[config.mk]
export PLATFORM = sky130hd
export DESIGN_NAME = wb_port_arbiter
export DESIGN_NICKNAME = d
export VERILOG_FILES = /design/src/rtl/wb_port_arbiter.sv
export SDC_FILE = /design/constraint.sdc
export NUM_CORES = 1
export LEC_CHECK = 0
export CAP_MARGIN = 20
export CELL_PAD_IN_SITES_DETAIL_PLACEMENT = 1
export CELL_PAD_IN_SITES_GLOBAL_PLACEMENT = 2
export CORE_MARGIN = 2
export CORE_UTILIZATION = 34
export DETAILED_ROUTE_END_ITERATION = 12
export PLACE_DENSITY = 0.82
export SYNTH_ARGS = -nofsm -noshare
export SYNTH_HDL_FRONTEND = slang
export SYNTH_SLANG_ARGS = --single-unit
[constraint.sdc]
create_clock -name clk -period 3.4 [get_ports clk]
set_input_delay 0.34 -clock clk [delete_from_list [all_inputs] [get_ports clk]]
set_output_delay 0.34 -clock clk [all_outputs]
set_load 0.005 [all_outputs]
[src/rtl/wb_port_arbiter.sv]
// Register-file write-port arbiter: the pipeline has priority, and LLU results are buffered in a FIFO.
// Starved LLU results force a one-cycle pipeline stall, and WAW hazards squash older LLU writes.
module wb_port_arbiter #(
  parameter int DATA_W       = 64,
  parameter int ADDR_W       = 5,
  parameter int FIFO_DEPTH   = 2,
  parameter int STARVE_LIMIT = 4
) (
  input  logic              clk,
  input  logic              rst,
  input  logic              pipe_we_i,
  input  logic [ADDR_W-1:0] pipe_waddr_i,
  input  logic [DATA_W-1:0] pipe_wdata_i,
  output logic              pipe_stall_o,
  input  logic              llu_valid_i,
  input  logic [ADDR_W-1:0] llu_waddr_i,
  input  logic [DATA_W-1:0] llu_wdata_i,
  output logic              llu_ready_o,
  output logic              rf_we_o,
  output logic [ADDR_W-1:0] rf_waddr_o,
  output logic [DATA_W-1:0] rf_wdata_o,
  output logic              llu_pending_o
);

  localparam int PTR_W = (FIFO_DEPTH > 1) ? $clog2(FIFO_DEPTH) : 1;
  localparam int OCC_W = $clog2(FIFO_DEPTH + 1);
  localparam int CNT_W = $clog2(STARVE_LIMIT + 1);

  logic              fifo_live [FIFO_DEPTH];
  logic [ADDR_W-1:0] fifo_addr [FIFO_DEPTH];
  logic [DATA_W-1:0] fifo_data [FIFO_DEPTH];

  logic [PTR_W-1:0] rd_ptr, wr_ptr;
  logic [OCC_W-1:0] occ;
  logic [CNT_W-1:0] starve_cnt;

  logic fifo_empty, head_live, head_dead;
  logic pipe_req, grant_pipe, grant_fifo;
  logic pop, push, push_live;

  function automatic logic [PTR_W-1:0] ptr_inc(input logic [PTR_W-1:0] p);
    return (p == PTR_W'(FIFO_DEPTH - 1)) ? '0 : p + 1'b1;
  endfunction

  assign fifo_empty    = (occ == '0);
  assign llu_ready_o   = (occ < OCC_W'(FIFO_DEPTH));
  assign llu_pending_o = !fifo_empty;
  assign head_live     = !fifo_empty && fifo_live[rd_ptr];
  assign head_dead     = !fifo_empty && !fifo_live[rd_ptr];
  assign pipe_stall_o  = head_live && (starve_cnt == CNT_W'(STARVE_LIMIT));

  // A zero destination is consumed silently, which leaves the port free for the FIFO head.
  assign pipe_req   = pipe_we_i && (pipe_waddr_i != '0);
  assign grant_pipe = pipe_req && !pipe_stall_o;
  assign grant_fifo = head_live && !grant_pipe;

  // A dead head is retired without using the port.
  assign pop       = grant_fifo || head_dead;
  assign push      = llu_valid_i && llu_ready_o && (llu_waddr_i != '0);
  assign push_live = !(grant_pipe && (llu_waddr_i == pipe_waddr_i));

  // NOTE: FIFO storage has no reset; occupancy alone defines which entries are meaningful.
  always_ff @(posedge clk) begin
    for (int i = 0; i < FIFO_DEPTH; i++) begin
      if (grant_pipe && (fifo_addr[i] == pipe_waddr_i)) fifo_live[i] <= 1'b0;
    end
    if (push) begin
      fifo_live[wr_ptr] <= push_live;
      fifo_addr[wr_ptr] <= llu_waddr_i;
      fifo_data[wr_ptr] <= llu_wdata_i;
    end
  end

  always_ff @(posedge clk or negedge rst) begin
    if (!rst) begin
      rd_ptr     <= '0;
      wr_ptr     <= '0;
      occ        <= '0;
      starve_cnt <= '0;
      rf_we_o    <= 1'b0;
      rf_waddr_o <= '0;
      rf_wdata_o <= '0;
    end else begin
      if (push) wr_ptr <= ptr_inc(wr_ptr);
      if (pop)  rd_ptr <= ptr_inc(rd_ptr);
      case ({push, pop})
        2'b10:   occ <= occ + 1'b1;
        2'b01:   occ <= occ - 1'b1;
        default: occ <= occ;
      endcase

      if (pop || fifo_empty)
        starve_cnt <= '0;
      else if (grant_pipe && (starve_cnt != CNT_W'(STARVE_LIMIT)))
        starve_cnt <= starve_cnt + 1'b1;

      // Address and data are held when no write is granted.
      if (grant_pipe) begin
        rf_we_o    <= 1'b1;
        rf_waddr_o <= pipe_waddr_i;
        rf_wdata_o <= pipe_wdata_i;
      end else if (grant_fifo) begin
        rf_we_o    <= 1'b1;
        rf_waddr_o <= fifo_addr[rd_ptr];
        rf_wdata_o <= fifo_data[rd_ptr];
      end else begin
        rf_we_o    <= 1'b0;
      end
    end
  end

endmodule

==> impl_results.md, run 1 <==
* Post-route cell area at 12,000 um^2
* Yosys top cell area share at approximately half
* Dominant combinational cell family by area after synthesis: compound AO/OA/AOI/OAI gates
* GRT Resource Usage Total at around 17%
* Library cell occupying the most area in the post-synthesis netlist: sky130_fd_sc_hd__edfxtp_1
* Run status: completed
* Worst hold path type: in -> async
* Buffer levels on the longest clock path at 3
* Share of power burned in the clock network at 28.7%
* Via total after detailed routing at ~5,600
* Inserted Clock Buffers at 24
* Final ANT Viol Nets at 0
* CTS tree: built
* Arithmetic-cell share of the synthesized area counting full adders, half adders and majority gates at 0.436%
* Worst slew margin relative to its limit at 33.3%
* Number of levels in the clock H-tree at 1
* Sum of internal, switching and leakage power at between 9 and 10 mW
* Area growth syn-to-layout at 39.1%
* Arrival time reported for the critical path endpoint at 2.25 ns
* Hold Vio Cnt, Final at 0
* Critical path class: reg -> out
* Post-Synthesis Net Count at around 680
* Total Negative Setup Slacks at 0 ns
* Internal Pwr Total at 6.49 mW
* Total of flip-flops plus latches after synthesis at between 200 and 250
* Crit. End Element: output port
* Weighted congestion at the end of routability-driven global placement at 0.815
* Final HPWL from detailed placement at 15,100 um
* Least-Margin Pin Slew at approximately 1.0 ns
* Die X at between 150 and 200 um
* Wire length of the first global-routing pass at around 36,000 um
* Clock latency of the later-clocked register in the worst-skew pair at 0.51 ns
* Number of global-route vias before repair at 6,270
* Leading cell types by total area after synthesis: sky130_fd_sc_hd__edfxtp_1 49%, sky130_fd_sc_hd__dfrtp_1 22%, sky130_fd_sc_hd__o221a_2 8.8%, sky130_fd_sc_hd__mux2i_1 8.0%, sky130_fd_sc_hd__nand3_1 4.1%
* Layout Skew at 0.0165 ns
* Instance area after placement at about 11,000 um^2
* Simple-gate share of the synthesized area at 5.91%
* Portion of the clock cycle consumed by the worst path in the final layout at 76.1%
* Seq pwr share at 41.7%
* Primary flip-flop cell chosen by synthesis mapping: sky130_fd_sc_hd__edfxtp_1
* I/O Buffers at 214
* Area occupied by multi-input gates at roughly 2300 um^2
* Cell area after synthesis at 8600 um^2
* Switching pwr at ~2.6 mW
* Fraction of the mapped netlist area in compound gates at 9.75%
* First drt pass iteration count at 4
* Peak ir drop on the vdd network at ~0.33 mV
* Net switching fraction of the power at 28.5%
* Number of DRC violations after detailed-routing iteration 0 at 301
* Clock sink count at roughly 220
* Detailed-route wire length per cell at around 21 um
* Multiplexer share of the synthesized area at 8.19%
* Most numerous cell in the Yosys netlist: sky130_fd_sc_hd__edfxtp_1
* Fraction of registers with async set or reset after synthesis at 35.5%
* Leak Pwr at 4.31 nW
* Cell types with the highest counts after synthesis: 140 x sky130_fd_sc_hd__edfxtp_1, 77 x sky130_fd_sc_hd__dfrtp_1, 70 x sky130_fd_sc_hd__nand3_1
* Timing-limited maximum frequency at 0.387 GHz
* Resized cells post-CTS at 0
* R2R Setup Slk at 0.89 ns
* Number of distinct library cells after synthesis at 32
* Pin count of the biggest net entering global routing at 78
* CTS Root Buffer Type: sky130_fd_sc_hd__clkbuf_16
* Number of ports placed on the die boundary at 215
* Number of max-slew violations in the final report at 0
* Syn Area/Cell at 16.1 um^2
* Final setup violation count at 0
* Layout fillers at 2,442
* Clock transition at the register clock pins on the worst setup and hold paths after CTS at 0.06 ns
* Sequential area share after synthesis at 71.3%
* Buffers inserted during post-CTS setup optimization at 0
* DRC violations left at 0
* Post-Syn Instances at between 500 and 600
* Power per unit of standard cell area at 759 nW/um^2
* Warnings from Yosys at 0
* Number of rows created at floorplan at 58
* Max Cap Viol at 0
* Overflow after GRT at 0
* Synth Area in XOR/XNOR at 1.93%
* Initial antenna violation count at 4
* Combinational group share of total power at slightly below 30%
* Critical path required time at around 3.1 ns
* CP Launch Type: flip-flop
* Via-per-instance ratio at approximately 5.1
* Final WL at 22,600 um
* Worst Reg2Reg Path Length in Cells at 5
* Total area of sequential cells at 6130 um^2
* Number of enable-type register cells in the synthesized netlist at 140
* Area enclosed by the die boundary at 26,600 um^2
* Initial core utilization at between 30 and 40%
* Layout cell share with drive strength beyond 1 at approximately 17%
* Critical Path Fanout Max at 10
* Nets@finish at 894
* Setup repair after global routing missed its margin: no
* Die Height at 163 um
* Floorplan Core Area at 25,000 um^2
* Period minus WS final at 2.59 ns
## power groups by stage
| stage | clock (mW) | sequential [mW] | combinational, mW |
|---|---|---|---|
| final | 2.61 | 3.79 | 2.69 |
| after global routing | 2.79 | 3.85 | 2.92 |
| after CTS | 2.68 | 3.80 | 2.72 |
| after detailed placement | 0 | 3.83 | 2.70 |
| after global placement | 0 | 3.79 | 2.61 |
| after floorplan | 0 | 3.78 | 1.40 |
## state kept, by name (all words and copies together) (netlist names)
signal / flops
rd_ptr: 1
fifo_addr: 10
fifo_data: 128
wr_ptr: 1
fifo_live: 2
starve_cnt: 3
occ: 2
rf_wdata_o: 64
rf_waddr_o: 5
rf_we_o: 1
## path summary, 6_finish.rpt
path	startpoint	end
worst max register to register	occ[0]	fifo_live[1]
min in group clk	llu_wdata_i[12]	fifo_data[1][12]
worst min-delay path	rst	rf_wdata_o[53]
max in group asynchronous	rst	rf_wdata_o[24]
worst min register to register	starve_cnt[0]	starve_cnt[0]
worst max-delay path	rd_ptr	pipe_stall_o
## cell usage in the layout, fill, tap and decap left out, types with 9 or more instances in the layout
cell,instances
sky130_fd_sc_hd__buf_4,9
sky130_fd_sc_hd__nand3_1,70
sky130_fd_sc_hd__clkdlybuf4s50_1,213
sky130_fd_sc_hd__o221a_2,67
sky130_fd_sc_hd__xnor2_1,15
sky130_fd_sc_hd__nor2_1,9
sky130_fd_sc_hd__edfxtp_1,140
sky130_fd_sc_hd__clkbuf_16,25
sky130_fd_sc_hd__mux2i_1,69
sky130_fd_sc_hd__dfrtp_1,76
## metal layers
metal	wire [um]	track usage (%)
met5	31	0
met2	11000	28.9
met1	9590	22.1
met4	575	5.75
met3	1400	3.73
## timing repair
action | in CTS | in global routing
hold buffers | 0 | 1
endpoints found under the setup margin | 0 | 0
hold endpoints to repair | 0 | 34
## cell families (layout without fill, tap and decap cells)
kind of cell | count (synthesis) | count (layout)
AO/OA/AOI/OAI | 77 | 77
buffers and inverters | 47 | 279
adder cells (fa/ha/maj) | 3 | 3
flip-flops | 217 | 217
XOR/XNOR | 19 | 19
multiplexers | 70 | 70
AND/OR/NAND/NOR | 101 | 101
other | 0 | 2
## critical path: stages (launching register included)
cell	delay, ns
sky130_fd_sc_hd__dfrtp_4	0.56
sky130_fd_sc_hd__mux2i_2	0.23
sky130_fd_sc_hd__nor3_2	0.34
sky130_fd_sc_hd__clkdlybuf4s50_1	0.61
## stage by stage
stage	util (%)	hold WS (ns)	instances	setup WS, ns
3_5_place_dp	44.3	0.478	1050	0.665
6_report	47.8	0.334	1098	0.813
2_1_floorplan	-	0.0444	534	0.673
4_1_cts	47.5	0.0640	1093	0.796
5_1_grt	47.8	0.359	1097	0.697
3_3_place_gp	44.3	0.454	1050	0.747
## layout make-up
type                       instances  share of cell area (%)
sequential                       217                    51.3
timing repair buffer             228                    19.4
multi-input combinational        270                    18.9
clock buffer                      33                    5.81
tap                              330                    3.45
clock inverter                    10                   0.857
inverter                           8                   0.251
antenna                            2                  0.0418
(Power assumes the default switching activity.)
==> run 2: changes to the inputs <==
Settings changed: CORE_UTILIZATION 34 to 31, PLACE_DENSITY 0.82 to 0.79.
Clock period 3.4 ns to 2.3 ns, I/O delays scaled along.
==> run 2 against run 1 <==
Compared with the run above:
- critical path depth is 3 higher
- first-iteration DRC count is 5.6% higher
- sequential power is 47% higher
- utilization is 2.7 points lower
- die area is 9.4% higher
- non-clock buffer count is 18 higher
- highest routed layer unchanged
- via count is 0.39% higher
- design area is 2.1% higher
- clock power is 46% higher
- critical endpoint unchanged
- clock-buffer cell count is 3 lower
==> impl_results.md, run 2 (synthesis results as in run 1) <==
* Least setup slack across all paths after layout at 0.241 ns (-0.572 ns)
* Floorplan Core Area at 27,100 um^2 (+8.2%)
* Number of rows created at floorplan at 60 (+3.4%)
* Crit. End Element: output port
* Die Height at 171 um (+4.6%)
* Wire length of the first global-routing pass at 36,000 um (+1.0%)
* Layout Skew at 0.0132 ns (-0.00336 ns)
* CP Launch Type: flip-flop
* Area enclosed by the die boundary at 29,100 um^2 (+9.4%)
* GRT Resource Usage Total at 15.9% (-1.2 points)
* Cell family contributing the most delay on the critical path: buffers and inverters
* Arrival time reported for the critical path endpoint at 1.83 ns (-0.42 ns)
* Timing-limited maximum frequency at 0.486 GHz
* Peak ir drop on the vdd network at 0.581 mV (+78%)
* Area growth syn-to-layout at 42.0%
* Overflow after GRT at 0 (unchanged)
* Initial core utilization at 31.7% (-2.6 points)
* Most used cells in the layout excluding fill and tap cells: 212 x sky130_fd_sc_hd__clkdlybuf4s50_1, 140 x sky130_fd_sc_hd__edfxtp_1, 76 x sky130_fd_sc_hd__dfrtp_1
* I/O Buffers at 214 (unchanged)
* Final WL at 23,300 um (+2.9%)
* Period minus WS final at 2.06 ns
* Number of flip-flops under the largest register name at 128 (unchanged)
* Critical-path cell list: inv_1 -> ha_1 -> nand2_1 -> nor3_2 -> buf_4 -> dlygate4sd2_1
* Area occupied by multi-input gates at 2270 um^2 (+0.44%)
* Top flop regs: fifo_data (128), rf_wdata_o (64), fifo_addr (10)
* Sum of internal, switching and leakage power at 13.5 mW (+49%)
* Worst slew margin relative to its limit at 53.0% (+20 points)
* Largest register by flop count: fifo_data
* Layout cell share with drive strength beyond 1 at 19.1% (+2.1 points)
* Most frequent standard cell in the layout excluding fill and tap cells: sky130_fd_sc_hd__clkdlybuf4s50_1
* DRC violations left at 0 (unchanged)
* Nets@finish at 913 (+2.1%)
* Via total after detailed routing at 5,631 (+0.39%)
* Number of global-route vias before repair at 6,364 (+1.5%)
* Number of ports placed on the die boundary at 215 (unchanged)
* Post-place setup slack at -0.0515 ns (-0.716 ns)
* Power per unit of standard cell area at 1110 nW/um^2 (+46%)
* Critical Path Source: starve_cnt[0]
* Layout fillers at 2,684 (+9.9%)
* Least-Margin Pin Slew at 0.704 ns (-0.294 ns)
* R2R Setup Slk at 0.30 ns (-0.59 ns)
* Pin count of the biggest net entering global routing at 73 (-6.4%)
* Buffer levels on the longest clock path at 3 (unchanged)
* Critical Path Fanout Max at 4 (-6)
* Max Cap Viol at 0 (unchanged)
* Via-per-instance ratio at 4.85 (-5.0%)
* Reg2reg end: fifo_live[1]
* Post-route core utilization at 45.1% (-2.7 points)
* Clock sink count at 217 (unchanged)
* Number of levels in the clock H-tree at 1 (unchanged)
* Final HPWL from detailed placement at 16,200 um (+7.4%)
* Slowest cell on crit path: sky130_fd_sc_hd__dfrtp_1
* Number of DRC violations after detailed-routing iteration 0 at 318 (+5.6%)
* Worst hold path type: in -> async
* Clock transition at the register clock pins on the worst setup and hold paths after CTS at 0.06 ns (about the same)
* Portion of the clock cycle consumed by the worst path in the final layout at around 90%
* Weighted congestion at the end of routability-driven global placement at 0.779 (-4.5%)
* Biggest cell delay along the critical path at 0.40 ns (-0.21 ns)
* Clock latency of the later-clocked register in the worst-skew pair at 0.51 ns (about the same)
* Worst Reg2Reg Path Length in Cells at 6 (+1)
* Final ANT Viol Nets at 0 (unchanged)
* Run status: completed
* Startpoint of the worst register-to-register path: starve_cnt[0]
* Inserted Clock Buffers at 25 (+4.2%)
* Worst hold slack at 0.300 ns (-0.0335 ns)
* Initial antenna violation count at 4 (unchanged)
* Total area of sequential cells at 6130 um^2 (unchanged)
* Number of max-slew violations in the final report at 0 (unchanged)
* Hold Vio Cnt, Final at 0 (unchanged)
* Die X at 171 um (+4.6%)
* CTS tree: built
* Critical path required time at 2.07 ns (-0.99 ns)
* Setup repair after global routing missed its margin: no
* Critical path class: reg -> out
* Leak Pwr at 4.41 nW (+2.3%)
* Final setup violation count at 0 (unchanged)
* CTS Root Buffer Type: sky130_fd_sc_hd__clkbuf_16
* Buffer and inverter count on the worst path at 3 (+2)
* Detailed-route wire length per cell at 20.1 um (-2.6%)
* First drt pass iteration count at 4 (unchanged)
==> run 2: per-stage QoR <==
stage               instance area [um^2]  TNS, ns  std cells
global placement                   11400  -0.0410       1112
global route                       12200        0       1157
floorplan                           8610   -23.53        534
CTS                                12200        0       1157
detailed placement                 11400    -1.27       1112
finish                             12200        0       1160
==> run 2: layout make-up <==
| cell class | instances | share of cell area, % |
|---|---|---|
| clock buffer | 30 | 5.44 |
| clock inverter | 14 | 1.06 |
| timing repair buffer | 246 | 20.5 |
| multi-input combinational | 270 | 18.6 |
| tap | 372 | 3.81 |
| inverter | 8 | 0.287 |
| sequential | 217 | 50.2 |
| antenna | 3 | 0.0615 |
==> run 2: where the power goes <==
group / leakage [nW] / total (mW) / internal [mW] / switching (mW)
clock: 0.389 / 3.82 / 2.28 / 1.54
combinational: 1.87 / 4.10 / 2.20 / 1.91
sequential: 2.15 / 5.59 / 5.15 / 0.445
total: 4.41 / 13.5 / 9.62 / 3.90
==> run 2: what timing repair did <==
action | CTS | global route
gates resized for setup | 1 | 0
hold buffers | 1 | 0
setup buffers | 0 | 0
endpoints found under the setup margin | 1 | 0
hold endpoints to repair | 46 | 0
==> run 2: metal layers <==
layer	vias to the layer above	track usage [%]	share of wire, %
li1	2577	-	-
met5	-	0	0.056
met1	2825	20.2	42
met2	192	27.2	49
met4	2	4.79	2.2
met3	35	3.75	7.0
==> run 2: worst max-delay path by stage <==
stage / cells after the start / to / slack (ns)
after floorplan: 4 / fifo_addr[0][0] / -0.17
after global placement: 7 / rf_wdata_o[59] / -0.02
after detailed placement: 7 / rf_wdata_o[59] / -0.05
after CTS: 6 / pipe_stall_o / 0.19
after global routing: 6 / pipe_stall_o / 0.13
final: 6 / pipe_stall_o / 0.24
==> run 2: worst register-to-register path, cell delays in order (launching register included) <==
cell,delay (ns)
sky130_fd_sc_hd__dfrtp_1,0.37
sky130_fd_sc_hd__inv_1,0.05
sky130_fd_sc_hd__ha_1,0.19
sky130_fd_sc_hd__nand2_1,0.14
sky130_fd_sc_hd__nor3_2,0.07
sky130_fd_sc_hd__or2_2,0.38
sky130_fd_sc_hd__o41ai_1,0.46
==> run 3: changes to the inputs <==
Settings changed: CORE_MARGIN 2 to default.
==> run 3 against run 2 <==
Compared with the run above:
- clock skew grew 0.0083 ns
- largest cell class unchanged
- critical endpoint is now llu_pending_o
- non-clock buffer count rose by 3
- first-iteration DRC count increased by 6.9%
- highest routed layer unchanged
- flip-flop and latch count is the same
- global-route usage increased by 0.35 points
==> impl_results.md, run 3 (synthesis results as in run 1) <==
* Leak Pwr at 4.49 nW (+1.9%)
* Timing-limited maximum frequency at 0.467 GHz (-3.9%)
* Setup repair after global routing missed its margin: no
* CTS tree: built
* Biggest cell delay along the critical path at 0.44 ns (+0.04 ns)
* Number of rows created at floorplan at 60 (unchanged)
* Final ANT Viol Nets at 0 (unchanged)
* Most frequent standard cell in the layout excluding fill and tap cells: sky130_fd_sc_hd__clkdlybuf4s50_1
* Initial antenna violation count at 5 (+1)
* Overflow after GRT at 0 (unchanged)
* Largest register by flop count: fifo_data
* Top flop regs: fifo_data (128), rf_wdata_o (64), fifo_addr (10)
* Nets@finish at 915 (+0.22%)
* Number of flip-flops under the largest register name at 128 (unchanged)
* Area enclosed by the die boundary at 28,400 um^2 (-2.3%)
* Critical path required time at 2.07 ns (about the same)
* Worst slew margin relative to its limit at 63.1% (+10 points)
* Critical-path cell list: nor2_1 -> buf_4 -> inv_1 -> clkdlybuf4s50_1
* Final HPWL from detailed placement at 16,000 um (-1.1%)
* Area growth syn-to-layout at 43.8%
* Number of ports placed on the die boundary at 215 (unchanged)
* Slowest cell on crit path: sky130_fd_sc_hd__clkdlybuf4s50_1
* GRT Resource Usage Total at 16.3% (+0.35 points)
* Final WL at 23,000 um (-1.0%)
* Inserted Clock Buffers at 24 (-4.0%)
* Clock transition at the register clock pins on the worst setup and hold paths after CTS at 0.06 ns (about the same)
* Critical Path Fanout Max at 6 (+2)
* Number of global-route vias before repair at 6,325 (-0.61%)
* Die Height at 169 um (-1.2%)
* CP Launch Type: flip-flop
* Sum of internal, switching and leakage power at 13.9 mW (+2.9%)
* Initial core utilization at 31.7% (unchanged)
* Via total after detailed routing at 5,671 (+0.71%)
* Portion of the clock cycle consumed by the worst path in the final layout at 93.2% (+3.7 points)
* Cell family contributing the most delay on the critical path: buffers and inverters
* Number of max-slew violations in the final report at 0 (unchanged)
* Via-per-instance ratio at 4.88 (+0.54%)
* Period minus WS final at 2.14 ns (+0.0845 ns)
* Die X at 169 um (-1.2%)
* Number of DRC violations after detailed-routing iteration 0 at 340 (+6.9%)
* Number of levels in the clock H-tree at 1 (unchanged)
* Post-route cell area at 12,400 um^2 (+1.3%)
* Total Negative Setup Slacks at 0 ns (unchanged)
* Floorplan Core Area at 27,100 um^2 (unchanged)
* First drt pass iteration count at 6 (+2)
* Hold Vio Cnt, Final at 0 (unchanged)
* Buffer levels on the longest clock path at 3 (unchanged)
* Max Cap Viol at 0 (unchanged)
* I/O Buffers at 214 (unchanged)
* Worst hold slack at 0.241 ns (-0.0587 ns)
* Final setup violation count at 0 (unchanged)
* Peak ir drop on the vdd network at 0.710 mV (+22%)
* Weighted congestion at the end of routability-driven global placement at 0.739 (-5.1%)
* Number of cells in the finished layout apart from fillers at 1,162 (+0.17%)
* Least-Margin Pin Slew at 0.554 ns (-0.150 ns)
* Detailed-route wire length per cell at 19.8 um (-1.2%)
* Critical path class: reg -> out
* Crit. End Element: output port
* Layout Skew at 0.0214 ns (+0.00829 ns)
* Instance area after placement at 11,400 um^2 (+0.39%)
* Arrival time reported for the critical path endpoint at 1.91 ns (+0.08 ns)
* CTS Root Buffer Type: sky130_fd_sc_hd__clkbuf_16
* Run status: completed
* Layout cell share with drive strength beyond 1 at 19.8% (+0.69 points)
* Buffer and inverter count on the worst path at 3 (unchanged)
* Power per unit of standard cell area at 1120 nW/um^2 (+1.6%)
* Clock sink count at 217 (unchanged)
* Post-Place Cells at 1,113 (+0.090%)
* Most used cells in the layout excluding fill and tap cells: 212 x sky130_fd_sc_hd__clkdlybuf4s50_1, 140 x sky130_fd_sc_hd__edfxtp_1, 76 x sky130_fd_sc_hd__dfrtp_1
* Pin count of the biggest net entering global routing at 73 (unchanged)
* Clock latency of the later-clocked register in the worst-skew pair at 0.51 ns (about the same)
* Worst hold path type: in -> async
* Layout fillers at 2,662 (-0.82%)
* DRC violations left at 0 (unchanged)
* Wire length of the first global-routing pass at 36,200 um (+0.40%)
==> run 3: where the power goes <==
part	switching [mW]	internal, mW	leakage (nW)
combinational	1.91	2.21	1.91
clock	1.56	2.65	0.425
sequential	0.434	5.15	2.15
total	3.90	10.0	4.49
==> run 3: layout make-up <==
cell class	instances	area [um^2]	area share [%]
tap	372	465	3.76
inverter	8	35.0	0.283
clock buffer	26	629	5.09
sequential	217	6130	49.6
timing repair buffer	249	2570	20.8
multi-input combinational	270	2280	18.4
antenna	2	5.00	0.0405
clock inverter	18	248	2.00
==> run 3: what timing repair did <==
item                                   4_1_cts  5_1_grt
hold buffers                                 1        0
setup endpoints to repair                    1        1
setup buffers                                1        1
resized for setup                            0        3
pin swaps                                    0        1
endpoints found under the hold margin       37        0
==> run 3: routing by layer <==
| metal | part of all wire [%] | vias up | GRT usage [%] | wire (um) |
|---|---|---|---|---|
| met5 | 0.17 | - | 0 | 40 |
| met2 | 49 | 159 | 28.4 | 11400 |
| met1 | 43 | 2882 | 20.6 | 9850 |
| li1 | - | 2591 | - | - |
| met4 | 1.8 | 6 | 3.44 | 413 |
| met3 | 5.8 | 33 | 3.90 | 1340 |
==> run 3: metrics by stage <==
| stage | utilization (%) | setup WS, ns |
|---|---|---|
| 2_1_floorplan | - | -0.172 |
| 3_3_place_gp | 42.2 | -0.0253 |
| 3_5_place_dp | 42.2 | -0.0521 |
| 4_1_cts | 45.5 | 0.0135 |
| 5_1_grt | 45.6 | 0.0612 |
| 6_report | 45.6 | 0.157 |
==> run 3: final timing paths <==
path                                 start          endpoint  slack (ns)  depth (start not counted)
min in group clk           llu_wdata_i[45]  fifo_data[0][45]        0.30                          1
setup reg to reg                    rd_ptr      fifo_live[1]        0.31                          4
hold / removal                         rst    rf_wdata_o[52]        0.24                          2
hold reg to reg                     wr_ptr            wr_ptr        0.52                          2
max in group asynchronous              rst            rd_ptr        1.38                          3
setup / recovery                    occ[0]     llu_pending_o        0.16                          4
